## src/rtl/conv_mac_engine_if.sv

```systemverilog
// Bus bundle between the convolution controller (master) and conv_mac_engine (slave).
// Carries the state strobes, the coefficient/sample streams and the status/result returns.
interface conv_mac_engine_if #(
    parameter int TAPS   = 4,
    parameter int DATA_W = 8,
    parameter int ACC_W  = 2 * DATA_W + $clog2(TAPS)
);

    logic        [15:0]       frame_len;
    logic                     load_coeff;
    logic                     load_sample;
    logic                     start_conv;
    logic                     shift;
    logic signed [DATA_W-1:0] coeff_in;
    logic                     coeff_valid;
    logic signed [DATA_W-1:0] sample_in;
    logic                     sample_valid;
    logic                     coeff_loaded;
    logic                     sample_loaded;
    logic                     conv_complete;
    logic                     sample_complete;
    logic signed [ACC_W-1:0]  result;

    modport master (
        output frame_len,
        output load_coeff,
        output load_sample,
        output start_conv,
        output shift,
        output coeff_in,
        output coeff_valid,
        output sample_in,
        output sample_valid,
        input  coeff_loaded,
        input  sample_loaded,
        input  conv_complete,
        input  sample_complete,
        input  result
    );

    modport slave (
        input  frame_len,
        input  load_coeff,
        input  load_sample,
        input  start_conv,
        input  shift,
        input  coeff_in,
        input  coeff_valid,
        input  sample_in,
        input  sample_valid,
        output coeff_loaded,
        output sample_loaded,
        output conv_complete,
        output sample_complete,
        output result
    );

endinterface

```

## src/rtl/conv_mac_engine.sv

```systemverilog
// conv_mac_engine: coefficient store, TAPS-deep sample window and a sequential
// multiply-accumulate engine that produces one result per window.
// Optional feature macro: CONV_SAT_EN clamps the result to the signed DATA_W range
// (sign-extended onto the result port); without it the full-precision sum is returned.
module conv_mac_engine #(
    parameter int TAPS   = 4,
    parameter int DATA_W = 8
) (
    input logic            clk,
    input logic            rst,
    conv_mac_engine_if.slave bus
);

    localparam int ACC_W  = 2 * DATA_W + $clog2(TAPS);
    localparam int PROD_W = 2 * DATA_W;
    localparam int IDX_W  = $clog2(TAPS + 1);
    localparam int K_W    = $clog2(TAPS);

    localparam logic [IDX_W-1:0] IDX_LAST = IDX_W'(TAPS - 1);
    localparam logic [IDX_W-1:0] IDX_FULL = IDX_W'(TAPS);
    localparam logic [K_W-1:0]   K_LAST   = K_W'(TAPS - 1);

`ifdef CONV_SAT_EN
    localparam logic signed [ACC_W-1:0] SAT_MAX = ACC_W'((2 ** (DATA_W - 1)) - 1);
    localparam logic signed [ACC_W-1:0] SAT_MIN = ~SAT_MAX;
`endif

    typedef enum logic [1:0] {
        S_IDLE,
        S_MAC,
        S_DONE,
        S_WAIT_LOW
    } mac_state_e;

    logic signed [DATA_W-1:0] coeff_q [TAPS];
    logic signed [DATA_W-1:0] coeff_d [TAPS];
    logic        [IDX_W-1:0]  coeff_idx_q, coeff_idx_d;
    logic        [15:0]       frame_len_q, frame_len_d;
    logic                     load_coeff_prev_q, load_coeff_prev_d;
    logic                     coeff_loaded_q, coeff_loaded_d;

    logic signed [DATA_W-1:0] win_q [TAPS];
    logic signed [DATA_W-1:0] win_d [TAPS];
    logic        [IDX_W-1:0]  fill_cnt_q, fill_cnt_d;
    logic        [15:0]       consumed_q, consumed_d;
    logic                     shift_done_q, shift_done_d;
    logic                     load_sample_prev_q, load_sample_prev_d;
    logic                     sample_loaded_q, sample_loaded_d;
    logic                     sample_accept;

    mac_state_e               state_q, state_d;
    logic        [K_W-1:0]    k_q, k_d;
    logic signed [ACC_W-1:0]  acc_q, acc_d;
    logic signed [ACC_W-1:0]  result_q, result_d;
    logic                     conv_complete_q, conv_complete_d;

    logic                     load_coeff_act;
    logic                     load_sample_act;
    logic                     shift_act;
    logic                     frame_done;

    logic signed [PROD_W-1:0] coeff_ext;
    logic signed [PROD_W-1:0] win_ext;
    logic signed [PROD_W-1:0] product;
    logic signed [ACC_W-1:0]  product_ext;
    logic signed [ACC_W-1:0]  acc_sum;
    logic signed [ACC_W-1:0]  final_value;

    // Resolve overlapping controller strobes: coefficient load wins, then sample load, then shift.
    always_comb begin
        load_coeff_act  = bus.load_coeff;
        load_sample_act = bus.load_sample & ~bus.load_coeff;
        shift_act       = bus.shift & ~bus.load_coeff & ~bus.load_sample;
        frame_done      = (consumed_q >= frame_len_q);
    end

    // One product per MAC cycle, sign-extended so the running sum can never overflow.
    always_comb begin
        coeff_ext   = PROD_W'(coeff_q[k_q]);
        win_ext     = PROD_W'(win_q[k_q]);
        product     = coeff_ext * win_ext;
        product_ext = {{(ACC_W - PROD_W){product[PROD_W-1]}}, product};
        acc_sum     = acc_q + product_ext;
    end

`ifdef CONV_SAT_EN
    // Clamp the finished sum into the sample range before it is published.
    always_comb begin
        if (acc_sum > SAT_MAX) begin
            final_value = SAT_MAX;
        end else if (acc_sum < SAT_MIN) begin
            final_value = SAT_MIN;
        end else begin
            final_value = acc_sum;
        end
    end
`else
    // Publish the finished sum at full precision.
    always_comb begin
        final_value = acc_sum;
    end
`endif

    // Coefficient loading: restart the write index and latch frame_len when load_coeff rises.
    always_comb begin
        coeff_d           = coeff_q;
        coeff_idx_d       = coeff_idx_q;
        frame_len_d       = frame_len_q;
        coeff_loaded_d    = 1'b0;
        load_coeff_prev_d = load_coeff_act;
        if (load_coeff_act && !load_coeff_prev_q) begin
            coeff_idx_d = '0;
            frame_len_d = bus.frame_len;
        end
        if (load_coeff_act && bus.coeff_valid && (coeff_idx_d < IDX_FULL)) begin
            coeff_d[coeff_idx_d[K_W-1:0]] = bus.coeff_in;
            coeff_loaded_d                = (coeff_idx_d == IDX_LAST);
            coeff_idx_d                   = coeff_idx_d + 1'b1;
        end
    end

    // Sample window: initial fill during load_sample, one sample per shift state until the frame is consumed.
    always_comb begin
        win_d              = win_q;
        fill_cnt_d         = fill_cnt_q;
        consumed_d         = consumed_q;
        shift_done_d       = shift_done_q;
        sample_loaded_d    = 1'b0;
        sample_accept      = 1'b0;
        load_sample_prev_d = load_sample_act;
        if (load_sample_act) begin
            if (!load_sample_prev_q) begin
                fill_cnt_d = '0;
                consumed_d = '0;
            end
            if (bus.sample_valid) begin
                sample_accept = 1'b1;
                if (fill_cnt_d == IDX_LAST) begin
                    sample_loaded_d = 1'b1;
                end
                if (fill_cnt_d != IDX_FULL) begin
                    fill_cnt_d = fill_cnt_d + 1'b1;
                end
            end
        end else if (shift_act) begin
            if (!frame_done && !shift_done_q && bus.sample_valid) begin
                sample_accept   = 1'b1;
                sample_loaded_d = 1'b1;
                shift_done_d    = 1'b1;
            end
        end
        if (!shift_act) begin
            shift_done_d = 1'b0;
        end
        if (sample_accept) begin
            for (int i = TAPS - 1; i > 0; i--) begin
                win_d[i] = win_q[i-1];
            end
            win_d[0] = bus.sample_in;
            if (consumed_d != 16'hFFFF) begin
                consumed_d = consumed_d + 16'd1;
            end
        end
    end

    // MAC sequencing: clear on entry, TAPS accumulate cycles, one-cycle done pulse, then wait for start_conv to drop.
    always_comb begin
        state_d         = state_q;
        k_d             = k_q;
        acc_d           = acc_q;
        result_d        = result_q;
        conv_complete_d = 1'b0;
        case (state_q)
            S_IDLE: begin
                if (bus.start_conv) begin
                    state_d = S_MAC;
                    k_d     = '0;
                    acc_d   = '0;
                end
            end
            S_MAC: begin
                if (!bus.start_conv) begin
                    state_d = S_IDLE;
                end else begin
                    acc_d = acc_sum;
                    k_d   = k_q + 1'b1;
                    if (k_q == K_LAST) begin
                        state_d         = S_DONE;
                        conv_complete_d = 1'b1;
                        result_d        = final_value;
                    end
                end
            end
            S_DONE: begin
                state_d = S_WAIT_LOW;
            end
            S_WAIT_LOW: begin
                if (!bus.start_conv) begin
                    state_d = S_IDLE;
                end
            end
            default: begin
                state_d = S_IDLE;
            end
        endcase
    end

    // Coefficient store and its bookkeeping registers.
    always_ff @(posedge clk or posedge rst) begin
        if (rst) begin
            for (int i = 0; i < TAPS; i++) begin
                coeff_q[i] <= '0;
            end
            coeff_idx_q       <= '0;
            frame_len_q       <= '0;
            load_coeff_prev_q <= 1'b0;
            coeff_loaded_q    <= 1'b0;
        end else begin
            coeff_q           <= coeff_d;
            coeff_idx_q       <= coeff_idx_d;
            frame_len_q       <= frame_len_d;
            load_coeff_prev_q <= load_coeff_prev_d;
            coeff_loaded_q    <= coeff_loaded_d;
        end
    end

    // Sample window and its fill/consumption counters.
    always_ff @(posedge clk or posedge rst) begin
        if (rst) begin
            for (int i = 0; i < TAPS; i++) begin
                win_q[i] <= '0;
            end
            fill_cnt_q         <= '0;
            consumed_q         <= '0;
            shift_done_q       <= 1'b0;
            load_sample_prev_q <= 1'b0;
            sample_loaded_q    <= 1'b0;
        end else begin
            win_q              <= win_d;
            fill_cnt_q         <= fill_cnt_d;
            consumed_q         <= consumed_d;
            shift_done_q       <= shift_done_d;
            load_sample_prev_q <= load_sample_prev_d;
            sample_loaded_q    <= sample_loaded_d;
        end
    end

    // MAC state machine registers together with its registered outputs.
    always_ff @(posedge clk or posedge rst) begin
        if (rst) begin
            state_q         <= S_IDLE;
            k_q             <= '0;
            acc_q           <= '0;
            result_q        <= '0;
            conv_complete_q <= 1'b0;
        end else begin
            state_q         <= state_d;
            k_q             <= k_d;
            acc_q           <= acc_d;
            result_q        <= result_d;
            conv_complete_q <= conv_complete_d;
        end
    end

    assign bus.coeff_loaded    = coeff_loaded_q;
    assign bus.sample_loaded   = sample_loaded_q;
    assign bus.conv_complete   = conv_complete_q;
    assign bus.sample_complete = shift_act & frame_done;
    assign bus.result          = result_q;

endmodule

```

## src/flat_wrapper.sv

```systemverilog
// flat-port wrapper written by rule: the top's interface ports become plain ports
module conv_mac_engine_flat 
#(
    parameter int TAPS   = 4,
    parameter int DATA_W = 8
)
  (clk, rst, bus_frame_len, bus_load_coeff, bus_load_sample, bus_start_conv, bus_shift, bus_coeff_in, bus_coeff_valid, bus_sample_in, bus_sample_valid, bus_coeff_loaded, bus_sample_loaded, bus_conv_complete, bus_sample_complete, bus_result);
  conv_mac_engine_if #(.TAPS(TAPS), .DATA_W(DATA_W)) bus_i ();
  input logic clk;
  input logic rst;
  input wire logic [$bits(bus_i.frame_len)-1:0] bus_frame_len;
  input wire logic [$bits(bus_i.load_coeff)-1:0] bus_load_coeff;
  input wire logic [$bits(bus_i.load_sample)-1:0] bus_load_sample;
  input wire logic [$bits(bus_i.start_conv)-1:0] bus_start_conv;
  input wire logic [$bits(bus_i.shift)-1:0] bus_shift;
  input wire logic [$bits(bus_i.coeff_in)-1:0] bus_coeff_in;
  input wire logic [$bits(bus_i.coeff_valid)-1:0] bus_coeff_valid;
  input wire logic [$bits(bus_i.sample_in)-1:0] bus_sample_in;
  input wire logic [$bits(bus_i.sample_valid)-1:0] bus_sample_valid;
  output wire logic [$bits(bus_i.coeff_loaded)-1:0] bus_coeff_loaded;
  output wire logic [$bits(bus_i.sample_loaded)-1:0] bus_sample_loaded;
  output wire logic [$bits(bus_i.conv_complete)-1:0] bus_conv_complete;
  output wire logic [$bits(bus_i.sample_complete)-1:0] bus_sample_complete;
  output wire logic [$bits(bus_i.result)-1:0] bus_result;
  assign bus_i.frame_len = bus_frame_len;
  assign bus_i.load_coeff = bus_load_coeff;
  assign bus_i.load_sample = bus_load_sample;
  assign bus_i.start_conv = bus_start_conv;
  assign bus_i.shift = bus_shift;
  assign bus_i.coeff_in = bus_coeff_in;
  assign bus_i.coeff_valid = bus_coeff_valid;
  assign bus_i.sample_in = bus_sample_in;
  assign bus_i.sample_valid = bus_sample_valid;
  assign bus_coeff_loaded = bus_i.coeff_loaded;
  assign bus_sample_loaded = bus_i.sample_loaded;
  assign bus_conv_complete = bus_i.conv_complete;
  assign bus_sample_complete = bus_i.sample_complete;
  assign bus_result = bus_i.result;
  conv_mac_engine #(.TAPS(TAPS), .DATA_W(DATA_W)) u_core (.clk(clk), .rst(rst), .bus(bus_i));
endmodule
```

## config.mk

```make
export PLATFORM = sky130hd
export DESIGN_NAME = conv_mac_engine_flat
export DESIGN_NICKNAME = d
export VERILOG_FILES = /design/src/rtl/conv_mac_engine_if.sv /design/src/rtl/conv_mac_engine.sv /design/src/flat_wrapper.sv
export SDC_FILE = /design/constraint.sdc
export NUM_CORES = 1
export LEC_CHECK = 0
export BUFFER_PORTS_ARGS = -buffer_cell sky130_fd_sc_hd__buf_2
export CAP_MARGIN = 20
export CORE_UTILIZATION = 50
export CTS_CLUSTER_DIAMETER = 60
export DETAILED_ROUTE_END_ITERATION = 8
export HOLD_SLACK_MARGIN = 0.08
export PLACE_DENSITY = 0.66
export RECOVER_POWER = 25
export SETUP_SLACK_MARGIN = 0.4
export SLEW_MARGIN = 20
export SYNTH_ARGS = -nofsm -noshare
export SYNTH_HDL_FRONTEND = slang
export SYNTH_SLANG_ARGS = --single-unit
```

## constraint.sdc

```tcl
create_clock -name clk -period 8.3 [get_ports clk]
set_input_delay 1.66 -clock clk [delete_from_list [all_inputs] [get_ports clk]]
set_output_delay 1.66 -clock clk [all_outputs]
set_load 0.05 [all_outputs]
```

==> reports/results.ini, run 1 <==
[synthesis]
synth-async-reset-ratio = 1.000
synth_edf_count = 0
syn_area_sq_mm = 0.009956
synth-seq-cells = 148
syn_avg_cell_area_sq_um = 10.94
netlist_instances = 910
synth_top_area_share = 0.3720
synth.distinct_cells = 54
syn_nets = 1098
yosys.area.top_type = dfrtp_1
ys_seq_area_frac = 0.3720
synth_ff_type = dfrtp_1
yosys_warnings = 0
netlist_top_cells_area = dfrtp_1 37%, fa_1 16%, ha_1 8.5%, mux2_2 7.6%, nand2_1 4.3%

[detailed_routing]
vias = 6559
routed_wl_mm = 19.78
drt-vias-per-instance = 5.260
wl_met2_mm = 10.20
drt-initial-drc-count = 282
dr.pass1.iters = 4
drt-wirelength-per-cell_microns = 15.86
routed-wl-met3_microns = 545
highest_layer = met4
drcViolationCount = 0
met1_length_mm = 8.705
ant_nets = 0

[die]
die_h_microns = 143.1
fp.coreArea_sq_mm = 0.01946
fp.dieW_microns = 143.1
row_count = 51
floorplan.die_area_sq_mm = 0.02048
top_level_ports = 62
initial_core_util = 0.5115

[clocking]
cts_hold_buf = 0
clock_latency_ps = 430
root_buffer = clkbuf_16
cts_resized = 0
cts.reportedPaths.clkPinSlew_ps = 70
post_cts_buffers = 0
clock_sinks = 148
clockBufferDepth = 2
cts_tree = yes
cts_buffers = 17
htree_levels = 4

[global_route]
antenna_found_initial = 0
grt_max_degree = 81
grt_use_total = 0.2132
grt_pass1_vias = 6760
overflow = 0
grt_pass1_wl_mm = 33.47

[sta]
finalSetupViolCount = 0
rsz0062_at_grt = no
drv_slew = 102
post-route-min-period_ps = 6339
finalSetupTns_ps = 0
hold_viol_final = 0
max_freq_mhz = 157.7
clock_skew_ps = 12.20
fin_crit_sh = 0.7638
worst_pin_slew_ps = 3132
max-slew-margin-rel = -1.100

[hold_path]
hp-start = u_core.bus.result[5]
hold_path.class = reg -> reg
hold_path_end = u_core.bus.result[5]
min_path_cells = 2

[worst_setup_path]
r2r-start = u_core.k_q[1]
crit_path_end_kind = flip-flop
cp_max_fo = 19
worstSetupStartpointType = flip-flop
ff2ff_path_depth = 16
cp.required_ps = 8570
cp.arrival_ps = 6610
crit_type = reg -> reg
rr_endpoint = u_core.bus.result[13]
reg2reg_slack_ps = 1960

[final_layout]
post-route-util = 0.5711
n_fill_cell = 1644
antenna_cells = 0
syn2layout_area_growth_pct = 11.64
final_cells = 1247
nets = 1157
drive_gt1_frac = 0.1914

[place]
dp.cells = 1215
gp_congestion = 0.8322
io_buffers = 61
dpl.hpwl_mm = 14.92

[outcome]
violations = max-capacitance violations, max-slew violations
outcome = complete, but fails checks

[flow_run]
drv_cap = 2

-- cell usage after synthesis (17+ instances only) --
master	n
inv_1	108
nor2_1	29
a21oi_1	26
dfrtp_1	148
mux2_2	67
fa_1	80
ha_1	68
nand2_1	113
and2_1	35
xnor2_1	17
o21ai_0	59
-- critical path: stages (launching register included) --
cell and delay (ps):
dfrtp_1 880, mux4_2 450, and2_1 530, inv_1 130, fa_1 530, inv_1 50
fa_1 510, fa_1 450, fa_1 580, fa_1 430, ha_1 260, or4_1 510
o22ai_1 270, o21bai_1 100, a21oi_1 170, xor2_1 200, o21ai_0 120
-- logic make-up (layout without fill, tap and decap cells) --
kind of cell | count (synthesis) | in the layout | synth area share
XOR/XNOR | 23 | 23 | 0.02023
adder cells (fa/ha/maj) | 148 | 148 | 0.2463
AO/OA/AOI/OAI | 126 | 126 | 0.07654
flip-flops | 148 | 148 | 0.3720
buffers and inverters | 133 | 205 | 0.05178
multiplexers | 85 | 85 | 0.1127
AND/OR/NAND/NOR | 247 | 247 | 0.1204
-- flip-flops by register name, summed over array words and instances (netlist names), 2 cells and up, named ones only --
signal              cells
u_core.bus.result      18
u_core.acc_q           18
u_core.coeff_q         32
u_core.k_q              2
u_core.consumed_q      16
u_core.fill_cnt_q       3
u_core.coeff_idx_q      3
u_core.win_q           32
u_core.frame_len_q     16
-- per-stage QoR --
step	setup WS [ps]	hold WS [ps]	cell area [sq um]
3_3_place_gp	2072	450.7	10520
4_1_cts	1957	476.2	11120
2_1_floorplan	2336	440.2	9956
5_1_grt	1610	504.2	11110
3_5_place_dp	1994	456.9	10520
6_report	1961	468.6	11110
-- per-layer routing --
layer / vias to the layer above / GRT usage
met4: 0 / 0.06395
met2: 93 / 0.3692
li1: 3163 / -
met1: 3278 / 0.2684
met3: 25 / 0.04326
met5: - / 0
-- layout make-up --
class                           count  area [sq um]  area share
Tap cell                          265         331.6     0.02983
Clock buffer                       18         439.2     0.03951
Timing Repair Buffer               64         326.6     0.02938
Sequential cell                   148          3704      0.3332
Clock inverter                     14         160.2     0.01441
Inverter                          109         410.4     0.03692
Multi-Input combinational cell    629          5743      0.5167
-- layout by cell type, fill, tap and decap left out, types with 16 or more instances in the layout --
cell	netlist	routed
a21oi_1	26	26
and2_1	35	35
buf_2	7	60
clkbuf_16	0	17
dfrtp_1	148	148
fa_1	80	80
ha_1	68	68
inv_1	108	107
mux2_2	67	67
nand2_1	113	113
nand3_1	16	16
nor2_1	29	29
o21ai_0	59	59
xnor2_1	17	17
-- worst max-delay path by stage --
stage,start,to,slack (ps),cells past startpoint
global placement,u_core.k_q[1],u_core.bus.result[17],2070,16
finish,u_core.k_q[1],u_core.bus.result[13],1960,16
detailed placement,u_core.k_q[1],u_core.bus.result[13],1990,16
floorplan,u_core.k_q[0],u_core.acc_q[17],2340,18
CTS,u_core.k_q[1],u_core.bus.result[13],1960,16
global route,u_core.k_q[1],u_core.bus.result[13],1610,16
Power of run 1 is left out: the tool's default activity adds up to more than one toggle a clock period on the data nets, which glitch-free logic cannot reach.
==> inputs of run 2 (changes only) <==
--- a/config.mk
+++ b/config.mk
@@ -5,13 +5,14 @@
 export SDC_FILE = /design/constraint.sdc
 export NUM_CORES = 1
 export LEC_CHECK = 0
+export ABC_AREA = 1
 export BUFFER_PORTS_ARGS = -buffer_cell sky130_fd_sc_hd__buf_2
 export CAP_MARGIN = 20
 export CORE_UTILIZATION = 50
 export CTS_CLUSTER_DIAMETER = 60
 export DETAILED_ROUTE_END_ITERATION = 8
 export HOLD_SLACK_MARGIN = 0.08
-export PLACE_DENSITY = 0.66
+export PLACE_DENSITY = 0.68
 export RECOVER_POWER = 25
 export SETUP_SLACK_MARGIN = 0.4
 export SLEW_MARGIN = 20
==> constraint.sdc (replaced) <==
create_clock -name clk -period 5.2 [get_ports clk]
set_input_delay 1.04 -clock clk [delete_from_list [all_inputs] [get_ports clk]]
set_output_delay 1.04 -clock clk [all_outputs]
set_load 0.05 [all_outputs]
==> run 2 against run 1 <==
Against the previous run:
- the flow finishes with violations (design-rule violations, max-capacitance violations, max-slew violations)
- flip-flop and latch count is the same
- worst setup slack lost 1800 ps
- die area grew 7.0%
- utilization grew 5.5 points
- critical path depth grew 6
- clock skew shrank 0.80 ps
- global-route usage grew 3.7 points
- synthesized cell count grew 45%
- final cell count grew 38%
- count of clock-buffer cells in the layout grew 2
- area after synthesis grew 7.1%
- maximum frequency grew 26%
- critical endpoint is now u_core.acc_q[9]
- largest cell class unchanged
- highest routed layer unchanged
==> reports/results.ini, run 2 <==
[final_layout]
nets = 1621  ; +40%
layout_commonest_cell = nand2_1
reg_top3 = u_core.coeff_q: 32 flops, u_core.win_q: 32 flops
antenna_cells = 0  ; unchanged
syn2layout_area_growth_pct = 23.12
drive_gt1_frac = 0.2144  ; +0.02294
mostFrequentLayoutCells = 382 x nand2_1, 189 x inv_1, 146 x dfrtp_1
n_fill_cell = 1787  ; +8.7%
final_area_sq_mm = 0.01312  ; +18%

[worst_setup_path]
cp.required_ps = 5510  ; -3060 ps
worstSetupStartpointType = flip-flop
crit_type = reg -> reg
critPathCapture = u_core.acc_q[9]
cp.arrival_ps = 5360  ; -1250 ps
crit_path_end_kind = flip-flop
reg2reg_slack_ps = 150  ; -1810 ps
ff2ff_path_depth = 22  ; +6
r2r-start = u_core.k_q[0]
cp-startpoint = u_core.k_q[0]
rr_endpoint = u_core.acc_q[9]
cp_max_fo = 7  ; -12

[detailed_routing]
dr.pass1.iters = 7  ; +3
routed_wl_mm = 25.59  ; +29%
drt-wirelength-per-cell_microns = 14.87  ; -6.2%
vias = 8982  ; +37%
ant_nets = 0  ; unchanged
drcViolationCount = 1  ; +1
drt-initial-drc-count = 571  ; +100%
drt-vias-per-instance = 5.219  ; -0.78%

[synthesis]
synth_common_cells = 409 x nand2_1, 198 x inv_1, 148 x dfrtp_1
yosys_warnings = 0  ; unchanged
netlist_top_cells_area = dfrtp_1 35%, fa_1 15%, nand2_1 14%, ha_1 8.0%, inv_1 7.0%
synth_ff_type = dfrtp_1
netlist_instances = 1322  ; +45%
yosysMostFrequentCell = nand2_1
syn_nets = 1510  ; +38%
synth.distinct_cells = 36  ; -33%
synth_edf_count = 0  ; unchanged
ys_seq_area_frac = 0.3475  ; -0.02454
synth-seq-cells = 148  ; unchanged
syn_avg_cell_area_sq_um = 8.063  ; -26%
yosys.area.top_type = dfrtp_1
syn_area_sq_mm = 0.01066  ; +7.1%
synth_top_area_share = 0.3475  ; -0.02454
synth-async-reset-ratio = 1.000  ; unchanged

[clocking]
cts_buffers = 17  ; unchanged
root_buffer = clkbuf_16
clock_latency_ps = 430  ; about the same
clock_sinks = 148  ; unchanged
clockBufferDepth = 2  ; unchanged
cts.reportedPaths.clkPinSlew_ps = 60  ; about the same
htree_levels = 4  ; unchanged
cts_tree = yes

[sta]
rsz0062_at_grt = yes
drv_slew = 140  ; +37%
finalSetupViolCount = 0  ; unchanged
max-slew-margin-rel = -0.7552  ; +0.3445
hold_viol_final = 0  ; unchanged
clock_skew_ps = 11.40  ; -0.7998 ps
fin_crit_sh = 0.9711  ; +0.2073
worst_pin_slew_ps = 2633  ; -499.6 ps
max_freq_mhz = 198.0  ; +26%
post-route-min-period_ps = 5050  ; -1290 ps

[global_route]
overflow = 0  ; unchanged
grt_pass1_vias = 9029  ; +34%
grt_pass1_wl_mm = 43.65  ; +30%
grt_use_total = 0.2498  ; +0.03659
antenna_found_initial = 0  ; unchanged
grt_max_degree = 106  ; +31%

[flow_run]
drv_cap = 2  ; unchanged

[hold_path]
hp-start = u_core.bus.result[15]
hold_path.class = reg -> reg

[die]
fp.dieW_microns = 148.0  ; +3.4%
die_h_microns = 148.0  ; +3.4%
top_level_ports = 62  ; unchanged
row_count = 53  ; +3.9%
floorplan.die_area_sq_mm = 0.02191  ; +7.0%
initial_core_util = 0.5087  ; -0.002882
fp.coreArea_sq_mm = 0.02096  ; +7.7%

[place]
gp_congestion = 0.9097  ; +9.3%
dpl_cell_area_sq_mm = 0.01172  ; +11%
dpl.hpwl_mm = 17.61  ; +18%
io_buffers = 61  ; unchanged

[outcome]
violations = design-rule violations, max-capacitance violations, max-slew violations
outcome = complete, but fails checks

## run 2: critical path: stages, from the launching register on
cell and delay, ps:
dfrtp_2 470, clkinv_4 140, buf_6 140, nand2_4 40, a32oi_2 200, buf_4 170, buf_12 110, nand2_4 40
fa_1 510, fa_1 540, inv_1 60, fa_1 490, fa_1 440, fa_2 560, ha_4 220, nand2_4 100
inv_2 40, nand2_2 50, nand2_2 60, nor2_4 110, buf_4 150, xor2_4 180, o21ai_1 80
## run 2: area by class of cell
cell class | instances | area, sq um | share of cell area
Clock buffer | 20 | 466.7 | 0.03556
Clock inverter | 12 | 142.6 | 0.01087
Inverter | 207 | 789.5 | 0.06016
Multi-Input combinational cell | 927 | 6741 | 0.5137
Sequential cell | 148 | 3706 | 0.2824
Tap cell | 275 | 344.1 | 0.02622
Timing Repair Buffer | 131 | 927.1 | 0.07065
Timing Repair inverter | 1 | 6.256 | 0.0004767
## run 2: worst min-delay path by stage
stage                                       end  slack (ps)  cells past startpoint
final                     u_core.bus.result[15]         480                      2
after global routing      u_core.bus.result[13]         500                      2
after CTS                 u_core.bus.result[13]         480                      2
after detailed placement  u_core.bus.result[13]         460                      2
after global placement    u_core.bus.result[15]         460                      2
after floorplan           u_core.frame_len_q[0]         450                      2
## run 2: metrics by stage
step	setup TNS [ps]	setup slack, ps	std cells	hold WS [ps]	util
3_5_place_dp	-740.6	-147.1	1663	462.1	0.5592
2_1_floorplan	0	311.9	1322	445.9	-
6_report	0	150.3	1721	478.0	0.6263
5_1_grt	-169.0	-40.60	1721	496.9	0.6263
4_1_cts	0	136.9	1710	479.5	0.6087
3_3_place_gp	-2.377	-2.377	1663	458.1	0.5592
## run 2: repair_timing
item | 4_1_cts | 5_1_grt
setup buffers | 13 | 10
cloned | 2 | 0
hold buffers | 0 | 0
pin swaps | 43 | 52
resized for setup | 61 | 68
setup endpoints to repair | 24 | 24
## run 2: logic make-up (layout without fill, tap and decap cells)
family / count (synthesis) / after routing / share of synthesized area
AOI/OAI and AO/OA: 132 / 132 / 0.07031
xor gates and xnor gates: 10 / 10 / 0.008217
adders and majority gates: 148 / 148 / 0.2301
buffers and inverters: 247 / 371 / 0.09191
DFF: 148 / 148 / 0.3475
and+or+nand+nor: 637 / 637 / 0.2520
## run 2: routing by layer
layer  track usage  vias to the layer above  share of wire
met3       0.04630                       37          0.049
met1        0.3373                     4362           0.44
met5             0                        -              0
met2        0.4080                      215           0.50
met4       0.07629                        0          0.016
li1              -                     4368              -
Power of run 2 is left out for the same reason.
